`src/rtl/audio_pkg.sv`:
```
`default_nettype none
// ============================================================================
// Module      : audio_pkg
// Description : Shared types and constants for the audio playback path.
//               AUDIO_W   - native sample width
//               SILENCE   - mid-scale code used when no sample is available
//               player_state_t - playback sequencer states
// Revision    : 1.0 - initial release
// ============================================================================
package audio_pkg;

    localparam int AUDIO_W = 8;

    // Mid-scale: unsigned PCM midpoint, i.e. a 50% PWM duty (no DC step).
    localparam logic [AUDIO_W-1:0] SILENCE = 8'h80;

    typedef enum logic [1:0] {
        IDLE      = 2'd0,
        WAIT_TICK = 2'd1,
        FETCH     = 2'd2,
        CAPTURE   = 2'd3
    } player_state_t;

endpackage
`default_nettype wire

```
`src/rtl/audio_pwm_player_pwm_dac.sv`:
```
`default_nettype none
// ============================================================================
// Module      : pwm_dac
// Description : 1-bit PWM DAC. A free-running WIDTH-bit counter is compared
//               against the level; output is high while count < level, so
//               duty = level / 2^WIDTH. Counter and output clear when en = 0.
// Ports       : CLK, RESET (sync, active-high)
//               en      - run enable; low clears counter and output
//               level   - duty level, takes effect immediately
//               pwm_out - registered PWM output
// Revision    : 1.0 - initial release
// ============================================================================
module pwm_dac #(
    parameter int WIDTH = 8
) (
    input  logic             CLK,
    input  logic             RESET,
    input  logic             en,
    input  logic [WIDTH-1:0] level,
    output logic             pwm_out
);

    logic [WIDTH-1:0] r_cnt;
    logic             r_pwm;

    always_ff @(posedge CLK) begin
        if (RESET || !en) begin
            r_cnt <= '0;
            r_pwm <= 1'b0;
        end else begin
            r_cnt <= r_cnt + WIDTH'(1);
            r_pwm <= (r_cnt < level);
        end
    end

    assign pwm_out = r_pwm;

endmodule
`default_nettype wire

```
`src/rtl/audio_pwm_player.sv`:
```
`default_nettype none
// ============================================================================
// Module      : audio_pwm_player
// Description : Playback-side consumer of the audio sample FIFO. Generates
//               the sample-rate tick, pops one sample per tick, holds it for
//               the PWM DAC, substitutes silence on underrun (and counts it),
//               and requests a refill when FIFO occupancy is low.
// Ports       : CLK, RESET (sync, active-high), enable (run/stop)
//               fifo_rd_en / fifo_rd_data / fifo_empty / fifo_rd_valid /
//               fifo_fill_level - FIFO read side
//               refill_req     - playing and occupancy below LOW_WATER
//               sample / sample_strobe - held sample and update pulse
//               pwm_out        - speaker PWM output
//               underrun_count - saturating underrun counter
//               playing        - sequencer not idle
// Revision    : 1.0 - initial release
// ============================================================================
module audio_pwm_player
    import audio_pkg::*;
#(
    parameter int WIDTH      = AUDIO_W,
    parameter int SAMPLE_DIV = 1500,
    parameter int FILL_W     = 11,
    parameter int LOW_WATER  = 256
) (
    input  logic              CLK,
    input  logic              RESET,
    input  logic              enable,
    output logic              fifo_rd_en,
    input  logic [WIDTH-1:0]  fifo_rd_data,
    input  logic              fifo_empty,
    input  logic              fifo_rd_valid,
    input  logic [FILL_W-1:0] fifo_fill_level,
    output logic              refill_req,
    output logic [WIDTH-1:0]  sample,
    output logic              sample_strobe,
    output logic              pwm_out,
    output logic [15:0]       underrun_count,
    output logic              playing
);

    localparam int                  c_div_w     = $clog2(SAMPLE_DIV);
    localparam logic [c_div_w-1:0]  c_div_last  = c_div_w'(SAMPLE_DIV - 1);
    localparam logic [FILL_W:0]     c_low_water = (FILL_W + 1)'(LOW_WATER);
    localparam logic [WIDTH-1:0]    c_silence   = {1'b1, {(WIDTH-1){1'b0}}};

    player_state_t      r_state;
    player_state_t      w_next_state;
    logic [c_div_w-1:0] r_div_cnt;
    logic               w_tick;
    logic               w_load_data;
    logic               w_underrun;
    logic [WIDTH-1:0]   r_sample;
    logic               r_strobe;
    logic               r_refill;
    logic [15:0]        r_underrun_count;

    assign w_tick  = enable && (r_div_cnt == c_div_last);
    assign playing = (r_state != IDLE);

    // Read strobe is combinational so that dropping enable or asserting
    // RESET cancels a pop in the very cycle it would have happened.
    assign fifo_rd_en = (r_state == FETCH) && enable && !RESET;

    always_comb begin
        w_next_state = r_state;
        w_load_data  = 1'b0;
        w_underrun   = 1'b0;
        case (r_state)
            IDLE:      w_next_state = WAIT_TICK;
            WAIT_TICK: begin
                if (w_tick) begin
                    if (fifo_empty) w_underrun   = 1'b1;
                    else            w_next_state = FETCH;
                end
            end
            FETCH:     w_next_state = CAPTURE;
            CAPTURE: begin
                w_next_state = WAIT_TICK;
                // Missing read data is treated like an empty FIFO.
                if (fifo_rd_valid) w_load_data = 1'b1;
                else               w_underrun  = 1'b1;
            end
            default:   w_next_state = IDLE;
        endcase
        // Stop overrides everything; in-flight read data is dropped.
        if (!enable) begin
            w_next_state = IDLE;
            w_load_data  = 1'b0;
            w_underrun   = 1'b0;
        end
    end

    always_ff @(posedge CLK) begin
        if (RESET) begin
            r_state          <= IDLE;
            r_div_cnt        <= '0;
            r_sample         <= c_silence;
            r_strobe         <= 1'b0;
            r_refill         <= 1'b0;
            r_underrun_count <= '0;
        end else begin
            r_state  <= w_next_state;
            r_refill <= playing && ({1'b0, fifo_fill_level} < c_low_water);
            r_strobe <= w_load_data || w_underrun;

            if (!enable || w_tick) r_div_cnt <= '0;
            else                   r_div_cnt <= r_div_cnt + c_div_w'(1);

            if (!enable)          r_sample <= c_silence;
            else if (w_load_data) r_sample <= fifo_rd_data;
            else if (w_underrun)  r_sample <= c_silence;

            if (w_underrun && (r_underrun_count != 16'hFFFF))
                r_underrun_count <= r_underrun_count + 16'd1;
        end
    end

    assign sample         = r_sample;
    assign sample_strobe  = r_strobe;
    assign refill_req     = r_refill;
    assign underrun_count = r_underrun_count;

    pwm_dac #(
        .WIDTH (WIDTH)
    ) u_pwm_dac (
        .CLK     (CLK),
        .RESET   (RESET),
        .en      (enable),
        .level   (r_sample),
        .pwm_out (pwm_out)
    );

endmodule
`default_nettype wire

```
`config.mk`:
```
export PLATFORM = sky130hd
export DESIGN_NAME = audio_pwm_player
export DESIGN_NICKNAME = d
export VERILOG_FILES = /design/src/rtl/audio_pkg.sv /design/src/rtl/audio_pwm_player_pwm_dac.sv /design/src/rtl/audio_pwm_player.sv
export SDC_FILE = /design/constraint.sdc
export NUM_CORES = 1
export LEC_CHECK = 0
export BUFFER_PORTS_ARGS = -buffer_cell sky130_fd_sc_hd__buf_4
export CAP_MARGIN = 20
export CORE_MARGIN = 5
export CORE_UTILIZATION = 35
export CTS_CLUSTER_SIZE = 24
export DETAILED_ROUTE_END_ITERATION = 8
export GPL_ROUTABILITY_DRIVEN = 0
export MAX_ROUTING_LAYER = met4
export RECOVER_POWER = 50
export SYNTH_ARGS = -nofsm -noshare
export SYNTH_HDL_FRONTEND = slang
export SYNTH_SLANG_ARGS = --single-unit
```
`constraint.sdc`:
```
create_clock -name CLK -period 6 [get_ports CLK]
set_input_delay 0.6 -clock CLK [delete_from_list [all_inputs] [get_ports CLK]]
set_output_delay 0.6 -clock CLK [all_outputs]
set_load 0.1 [all_outputs]
```
==> run metrics, run 1 <==
status finished clean; Power Density ~210 nW/um2; I/O pin cnt 53; DR WL met3 183 um; final setup vio count 0; Num CTS Buffers 5; FP Rows 30; Crit Path Category input pin to primary output; Area contributors post-synth dfxtp_1, ha_1, nand3_1, xor2_1, nor2_1; Die Wd between 90 and 100 um; Core ar. around 6800 um2; CP required 5.40 ns; Initial DRC Count 79; Gate power share 0.059; Final Max Tran Viols 0; total track usage 0.134; wire length on met1 ~2600 um; storage element area 961 um2; Setup TNS 0 ns; Seq cells post-synth between 40 and 50; Area Overhead vs Synth 15.5%; total grt overflow 0; CTS HTree Levels 2; clock sink count 48; relative slew slack 0.212; post-DR vias/cell 5.14; Diodes inserted 0; largest net degree at the start of global routing 26; Final Hold Viols 0; Critical Path Sink Type primary output; post-route clock skew roughly 0.0089 ns; share of cells above drive strength 1 0.0994; first-pass GRT wire length 9190 um; most common cell after layout, fill and taps aside dfxtp_1; Placement Cell Area between 2000 and 3000 um2; Tcrit/Tclk final 0.451; post-synthesis cell area between 2000 and 2500 um2; post-route ant nets 0; Leak 1.05 nW; drt pass-1 iters 4; clock slew at reported path FFs roughly 0.090 ns; Psw around 0.13 mW; Post-synth EDFFs 0; Multi-input gate area ~1300 um2; arrival time worst endpoint around 2.1 ns; measured slew at the worst slew-check pin ~1.2 ns; DRC Markers 0; NumNets Final 350; vias in the first global route around 1900; cts hold-fix bufs 0; CP Max Fanout 25; clock root buffer clkbuf_8; die height approximately 93 um; HPWL after DPL about 3800 um; Seq/Total Area, Yosys 0.400; Max Used Layer met4; via count between 2000 and 2500; Synth cell types 45; Worst Setup SP RESET; setup repair after global routing missed its margin false; worst vdd rail ir drop 0.102 mV; most frequent cells in the layout dfxtp_1, nor2_1, clkbuf_1; Sw Ratio 0.224; crit start category input pin; Initial Utilization 0.356; PortBufs 44; fmax about 370 MHz; leading area contributor after synthesis dfxtp_1; Syn Nets between 300 and 400; P_int 0.457 mW; worst hold slack ~0.47 ns; FF-to-FF Start r_div_cnt[0]; hold path startpoint u_pwm_dac.r_cnt[0]; Post CTS Setup Buffer Count 0; Syn Inst Count 270; FFs w/ async S/R, synth 0; CTS tree yes; Synth warnings 0; Tmin final roughly 2.7 ns; maxcap violations 0; Hold/Removal Path Class flip-flop to flip-flop; CTS max path bufs 2; Seq pwr share 0.549; clock share of power 0.391; initial antenna violation count 0; Avg WL per Cell approximately 14 um; CTS-repair resized insts 0; fill count roughly 730; Final Instance Area around 2800 um2; WL final 5300 um; WL met2 between 2000 and 2500 um; die area ~8600 um2; clk_lat worst skew 0.30 ns; Yosys top cell area share 0.400; syn avg cell area 8.90 um2; ys flop type dfxtp_1
## cells in the mapped netlist, types with 4 or more instances
master and number:
xor2_1 13, xnor2_1 4, nor4_1 6, clkbuf_1 6
and3_1 9, mux2_1 4, o21ai_0 4, nand3_1 24
a21oi_1 15, nor2_1 30, inv_1 11, ha_1 15
or4_1 5, and4_1 4, dfxtp_1 48, nor2b_1 7
nand2_1 17, nand4_1 7
## sequential cells by signal, indices dropped and copies added (netlist names)
| signal | count |
|---|---|
| sample_strobe | 1 |
| r_state | 2 |
| refill_req | 1 |
| u_pwm_dac.r_cnt | 8 |
| sample | 8 |
| u_pwm_dac.pwm_out | 1 |
| r_div_cnt | 11 |
| underrun_count | 16 |
## per-stage QoR
stage / setup slack [ns] / utilization / std cells / total power [mW]
6_report: 3.30 / 0.411 / 392 / 0.589
5_1_grt: 3.12 / 0.411 / 392 / 0.615
4_1_cts: 3.50 / 0.426 / 392 / 0.599
3_5_place_dp: 3.50 / 0.410 / 384 / 0.367
3_3_place_gp: 3.55 / 0.410 / 384 / 0.367
2_1_floorplan: 3.61 / - / 270 / 0.352
## cell type report
class	count	area share
Multi-Input combinational cell	201	0.483
Sequential cell	48	0.346
Timing Repair Buffer	44	0.0812
Tap cell	80	0.0361
Clock buffer	6	0.0261
Inverter	11	0.0149
Clock inverter	2	0.0126
## critical path: stages
cell      delay, ns
clkbuf_1       0.77
nor2b_1        0.25
and2_1         0.25
buf_4          0.23
## layer usage
| metal | vias to the layer above | global-route usage |
|---|---|---|
| met3 | 5 | 0.0292 |
| met1 | 937 | 0.171 |
| met2 | 36 | 0.211 |
| li1 | 1038 | - |
| met5 | - | - |
| met4 | 0 | 0.0440 |
## power by group through the flow
stage / sequential [mW] / clock, mW / combinational (mW)
after global routing: 0.324 / 0.252 / 0.0385
final: 0.324 / 0.230 / 0.0348
after global placement: 0.331 / 0 / 0.0357
after CTS: 0.324 / 0.239 / 0.0361
after floorplan: 0.335 / 0 / 0.0176
after detailed placement: 0.331 / 0 / 0.0361
## cells by family (layout without fill, tap and decap cells)
kind of cell             count (synthesis)  after routing  share of synthesized area
flip-flops                              48             48                      0.400
XOR/XNOR                                17             17                     0.0619
adder cells (fa/ha/maj)                 15             15                     0.0781
AO/OA/AOI/OAI                           33             33                     0.0869
buffers and inverters                   21             63                     0.0427
multiplexers                             7              7                     0.0318
AND/OR/NAND/NOR                        129            129                      0.299
## final timing paths
path | depth (start not counted) | endpoint | slack, ns
setup / recovery | 4 | fifo_rd_en | 3.30
hold / removal | 1 | u_pwm_dac.r_cnt[0] | 0.47
setup reg to reg | 6 | underrun_count[12] | 3.49
hold reg to reg | 1 | u_pwm_dac.r_cnt[0] | 0.47
(Power assumes the default switching activity.)
==> run 2, diff against run 1 <==
==> constraint.sdc (replaced) <==
create_clock -name CLK -period 2.8 [get_ports CLK]
set_input_delay 0.28 -clock CLK [delete_from_list [all_inputs] [get_ports CLK]]
set_output_delay 0.28 -clock CLK [all_outputs]
set_load 0.1 [all_outputs]
==> run metrics, run 2 (same netlist as run 1, synthesis figures left out) <==
CTS-repair resized insts 0; initial antenna violation count 0; clk_lat worst skew about 0.29 ns; PortBufs 44; I/O pin cnt 53; Leak around 1.0 nW; Final Hold Viols 0; Power Density ~430 nW/um2; FF-to-FF Start r_div_cnt[0]; largest net degree at the start of global routing 26; worst vdd rail ir drop between 0.15 and 0.2 mV; hold path cells 3; FP Rows 30; Final Core Density 0.410; Diodes inserted 0; post-DR vias/cell 5.12; die height 92.9 um; first-pass GRT wire length 9070 um; HPWL after DPL between 3000 and 4000 um; crit start category flip-flop; CTS HTree Levels 2; Hold Path Sink refill_req; Crit Path Category flip-flop to flip-flop; placed cells around 390; WL final approximately 5100 um; maxcap violations 0; Avg WL per Cell around 13 um; status finished clean; Reg2Reg Depth 7; Tcrit/Tclk final 0.816; Initial DRC Count 53; relative slew slack 0.214; final setup vio count 0; Area Overhead vs Synth 15.4%; hold path startpoint fifo_fill_level[8]; CP Max Fanout 13; most common cell after layout, fill and taps aside dfxtp_1; DRC Markers 0; cts hold-fix bufs 0; Final Instance Area approximately 2800 um2; clock root buffer clkbuf_8; Worst R2R Setup Slack ~0.52 ns; drt pass-1 iters 4; Die Wd 92.9 um; fmax 438 MHz; clock slew at reported path FFs about 0.080 ns; Setup TNS 0 ns; vias in the first global route about 2000; measured slew at the worst slew-check pin ~1.2 ns; clock sink count 48; Core ar. about 6800 um2; Cell Count, Final, Fillers Out slightly below 400; most frequent cells in the layout dfxtp_1, nor2_1, clkbuf_1; Critical Path Sink Type flip-flop; CP required ~3 ns; post-route clock skew ~0.0055 ns; NumNets Final 352; CTS max path bufs 2; Placement Cell Area between 2000 and 3000 um2; total grt overflow 0; CTS tree yes; post-route ant nets 0; share of cells above drive strength 1 0.102; die area 8620 um2; Tmin final roughly 2.3 ns; via count between 2000 and 2500; setup repair after global routing missed its margin false; Hold/Removal Path Class input pin to flip-flop; number of flip-flops in the largest register 16; Num CTS Buffers 5; reg2reg end underrun_count[10]; Final Max Tran Viols 0; Post CTS Setup Buffer Count 0; arrival time worst endpoint approximately 2.5 ns; total track usage 0.131; Initial Utilization 0.356
-- run 2: changes by cell type in the layout (fill, tap and decap cells not counted) --
cell,change
clkinv_2,-1
buf_4,+2
bufinv_16,-1
clkbuf_1,+1
clkbuf_8,+1
-- run 2: routing by layer --
layer | routed length (um) | up-vias | GRT usage | share of wire
met5 | 0 | - | - | 0
met4 | 45 | 0 | 0.0366 | 0.0088
met3 | 222 | 4 | 0.0341 | 0.043
met2 | 2400 | 36 | 0.214 | 0.47
met1 | 2470 | 937 | 0.160 | 0.48
li1 | - | 1042 | - | -
-- run 2: power by group --
| part | internal [mW] | total (mW) | switching (mW) |
|---|---|---|---|
| registers | 0.687 | 0.693 | 0.00552 |
| clock network | 0.202 | 0.419 | 0.218 |
| logic | 0.0260 | 0.0745 | 0.0486 |
| total | 0.915 | 1.19 | 0.272 |
-- run 2: final cells by class --
class | count | area (um2)
Clock buffer | 8 | 90.1
Timing Repair Buffer | 46 | 240
Fill cell | 741 | 3980
Multi-Input combinational cell | 201 | 1340
Sequential cell | 48 | 961
Tap cell | 80 | 100
Inverter | 11 | 41.3
-- run 2: worst max path at each step --
stage | startpoint | to | slack [ns] | cells after the start
2_1_floorplan | underrun_count[6] | underrun_count[15] | 0.41 | 6
3_3_place_gp | r_div_cnt[0] | underrun_count[10] | 0.56 | 7
3_5_place_dp | r_div_cnt[0] | underrun_count[10] | 0.55 | 7
4_1_cts | r_div_cnt[0] | underrun_count[10] | 0.52 | 7
5_1_grt | r_div_cnt[0] | underrun_count[11] | 0.35 | 7
6_report | r_div_cnt[0] | underrun_count[10] | 0.52 | 7
-- run 2: critical path, stage by stage, from the launching register on --
cell and delay (ns):
dfxtp_1 0.43, ha_1 0.31, and4bb_1 0.26, and4b_4 0.28
nor2_2 0.12, buf_4 0.17, or4b_1 0.49, a21oi_1 0.15
-- run 2: through the flow --
stage | setup slack [ns] | hold WS, ns | power (mW)
2_1_floorplan | 0.410 | 0.416 | 0.755
3_3_place_gp | 0.560 | 0.441 | 0.786
4_1_cts | 0.521 | 0.196 | 1.21
3_5_place_dp | 0.551 | 0.449 | 0.787
5_1_grt | 0.354 | 0.208 | 1.24
6_report | 0.516 | 0.210 | 1.19
==> run 3, diff against run 2 <==
--- a/config.mk
+++ b/config.mk
@@ -5,6 +5,7 @@
 export SDC_FILE = /design/constraint.sdc
 export NUM_CORES = 1
 export LEC_CHECK = 0
+export ABC_AREA = 1
 export BUFFER_PORTS_ARGS = -buffer_cell sky130_fd_sc_hd__buf_4
 export CAP_MARGIN = 20
 export CORE_MARGIN = 5
==> constraint.sdc (replaced) <==
create_clock -name CLK -period 2.2 [get_ports CLK]
set_input_delay 0.22 -clock CLK [delete_from_list [all_inputs] [get_ports CLK]]
set_output_delay 0.22 -clock CLK [all_outputs]
set_load 0.1 [all_outputs]
==> run metrics, run 3 <==
worst vdd rail ir drop 0.263 mV; clock slew at reported path FFs 0.09 ns; Most Used Layer, Global Route met2; PortBufs 44; cts hold-fix bufs 0; Hold/Removal Path Class input pin to flip-flop; FF-to-FF Start r_div_cnt[0]; Leak 1.15 nW; hold path cells 2; HPWL after DPL approximately 4500 um; FFs w/ async S/R, synth 0; relative slew slack 0.202; Tcrit/Tclk final 0.844; storage element area approximately 960 um2; CTS max path bufs 2; Yosys top cell area share 0.371; initial antenna violation count 0; Core ar. a little over 7000 um2; measured slew at the worst slew-check pin between 1 and 1.5 ns; Die Wd roughly 96 um; number of flip-flops in the largest register 16; count leader, synth nand2_1; routing usage on met1 0.174; NumNets Final roughly 450; Final Power roughly 1.7 mW; post-synthesis cell area 2590 um2; vias in the first global route 2155; die height 96.1 um; CP Max Fanout 11; CTS tree yes; Setup TNS 0 ns; Syn Nets between 300 and 400; WL final roughly 6000 um; met2 Usage GRT 0.229; Post-synth EDFFs 0; Final Max Tran Viols 0; setup repair after global routing missed its margin false; post-route ant nets 0; Power Density between 500 and 600 nW/um2; arrival time worst endpoint roughly 2 ns; Reg2Reg Depth 8; largest net degree at the start of global routing 21; Seq/Total Area, Yosys 0.371; post-DR vias/cell around 4.7; syn avg cell area about 7.2 um2; clk_lat worst skew 0.30 ns; most frequent cells in the layout nand2_1, dfxtp_1, inv_1; share of cells above drive strength 1 0.140; clock root buffer clkbuf_8; I/O pin cnt between 50 and 60; Worst R2R Setup Slack ~0.34 ns; Initial Utilization 0.359; CTS-repair resized insts 0; Synth warnings 0; via count 2375; CTS HTree Levels 2; Diodes inserted 0; maxcap violations 0; ys flop type dfxtp_1; CP required 2.37 ns; top cells by count, synth nand2_1, dfxtp_1, inv_1, nor2_1, nand3_1; most common cell after layout, fill and taps aside nand2_1; post-route clock skew between 0.009 and 0.01 ns; Hold Path Sink refill_req; Area contributors post-synth dfxtp_1, nand2_1, ha_1, inv_1, nand4_1; total track usage 0.139; fmax between 500 and 600 MHz; crit start category flip-flop; FP Rows 31; reg2reg end sample[2]; Syn Inst Count 360; Synth cell types 31; Critical Path Sink Type flip-flop; Initial DRC Count 86; DRC Markers 0; Tmin final ~1.9 ns; Final Instance Area slightly above 3000 um2; die area 9230 um2; Seq cells post-synth 48; Final Hold Viols 0; total grt overflow 0; Avg WL per Cell between 10 and 15 um; met3 usage 0.0289; drt pass-1 iters 4; status finished clean; Crit Path Category flip-flop to flip-flop; leading area contributor after synthesis dfxtp_1; first-pass GRT wire length roughly 10000 um; fill count ~800; Num CTS Buffers 5; Area Overhead vs Synth 18.4%; Multi-input gate area about 1400 um2; Post CTS Setup Buffer Count 0; final setup vio count 0; Placement Cell Area a little over 3000 um2; clock sink count 48; hold path startpoint fifo_fill_level[8]
==> run 3: final cells by class <==
type,instances,share of cell area
timing repair buffer,50,0.0905
multi-input combinational,257,0.460
tap,99,0.0404
clock inverter,1,0.00978
inverter,44,0.0538
clock buffer,7,0.0314
sequential,48,0.314
==> run 3: per-layer routing <==
| layer | vias up | share of wire |
|---|---|---|
| met2 | 32 | 0.48 |
| met4 | 0 | 0.011 |
| met5 | - | 0 |
| met3 | 6 | 0.037 |
| li1 | 1266 | - |
| met1 | 1071 | 0.48 |
==> run 3: kinds of logic after synthesis <==
| group | share of synthesized area |
|---|---|
| XOR/XNOR | 0.0304 |
| adder cells (fa/ha/maj) | 0.0724 |
| AND/OR/NAND/NOR | 0.333 |
| buffers and inverters | 0.0845 |
| AO/OA/AOI/OAI | 0.109 |
| flip-flops | 0.371 |
==> run 3: through the flow <==
| stage | setup WS [ns] | hold slack, ns | instances | util |
|---|---|---|---|---|
| 6_report | 0.343 | 0.0821 | 506 | 0.425 |
| 5_1_grt | 0.148 | 0.0778 | 506 | 0.425 |
| 4_1_cts | 0.355 | 0.0864 | 506 | 0.439 |
| 3_5_place_dp | 0.378 | 0.420 | 498 | 0.422 |
| 3_3_place_gp | 0.422 | 0.409 | 498 | 0.422 |
| 2_1_floorplan | 0.0172 | 0.296 | 360 | - |
==> run 3: how the worst max path moves through the flow <==
stage | slack (ns) | cells after the start | endpoint | from
floorplan | 0.02 | 7 | underrun_count[2] | underrun_count[2]
global placement | 0.42 | 8 | sample[4] | r_div_cnt[0]
detailed placement | 0.38 | 8 | sample[1] | r_div_cnt[0]
CTS | 0.36 | 8 | sample[1] | r_div_cnt[0]
global route | 0.15 | 8 | sample[1] | r_div_cnt[0]
finish | 0.34 | 8 | sample[2] | r_div_cnt[0]
==> run 3: where the power goes <==
part	leakage (nW)	internal [mW]	switching, mW
registers	0.389	0.875	0.00589
clock network	0.0645	0.401	0.300
logic	0.701	0.0324	0.0691
total	1.15	1.31	0.375
==> run 3: worst max-delay path, cell delays in order (launching register included) <==
cell	delay, ns
dfxtp_1	0.36
ha_1	0.22
nand2_1	0.08
nor2_1	0.18
nand4_1	0.13
nand2_2	0.22
nand2_1	0.29
nand3_1	0.17
a21oi_1	0.07
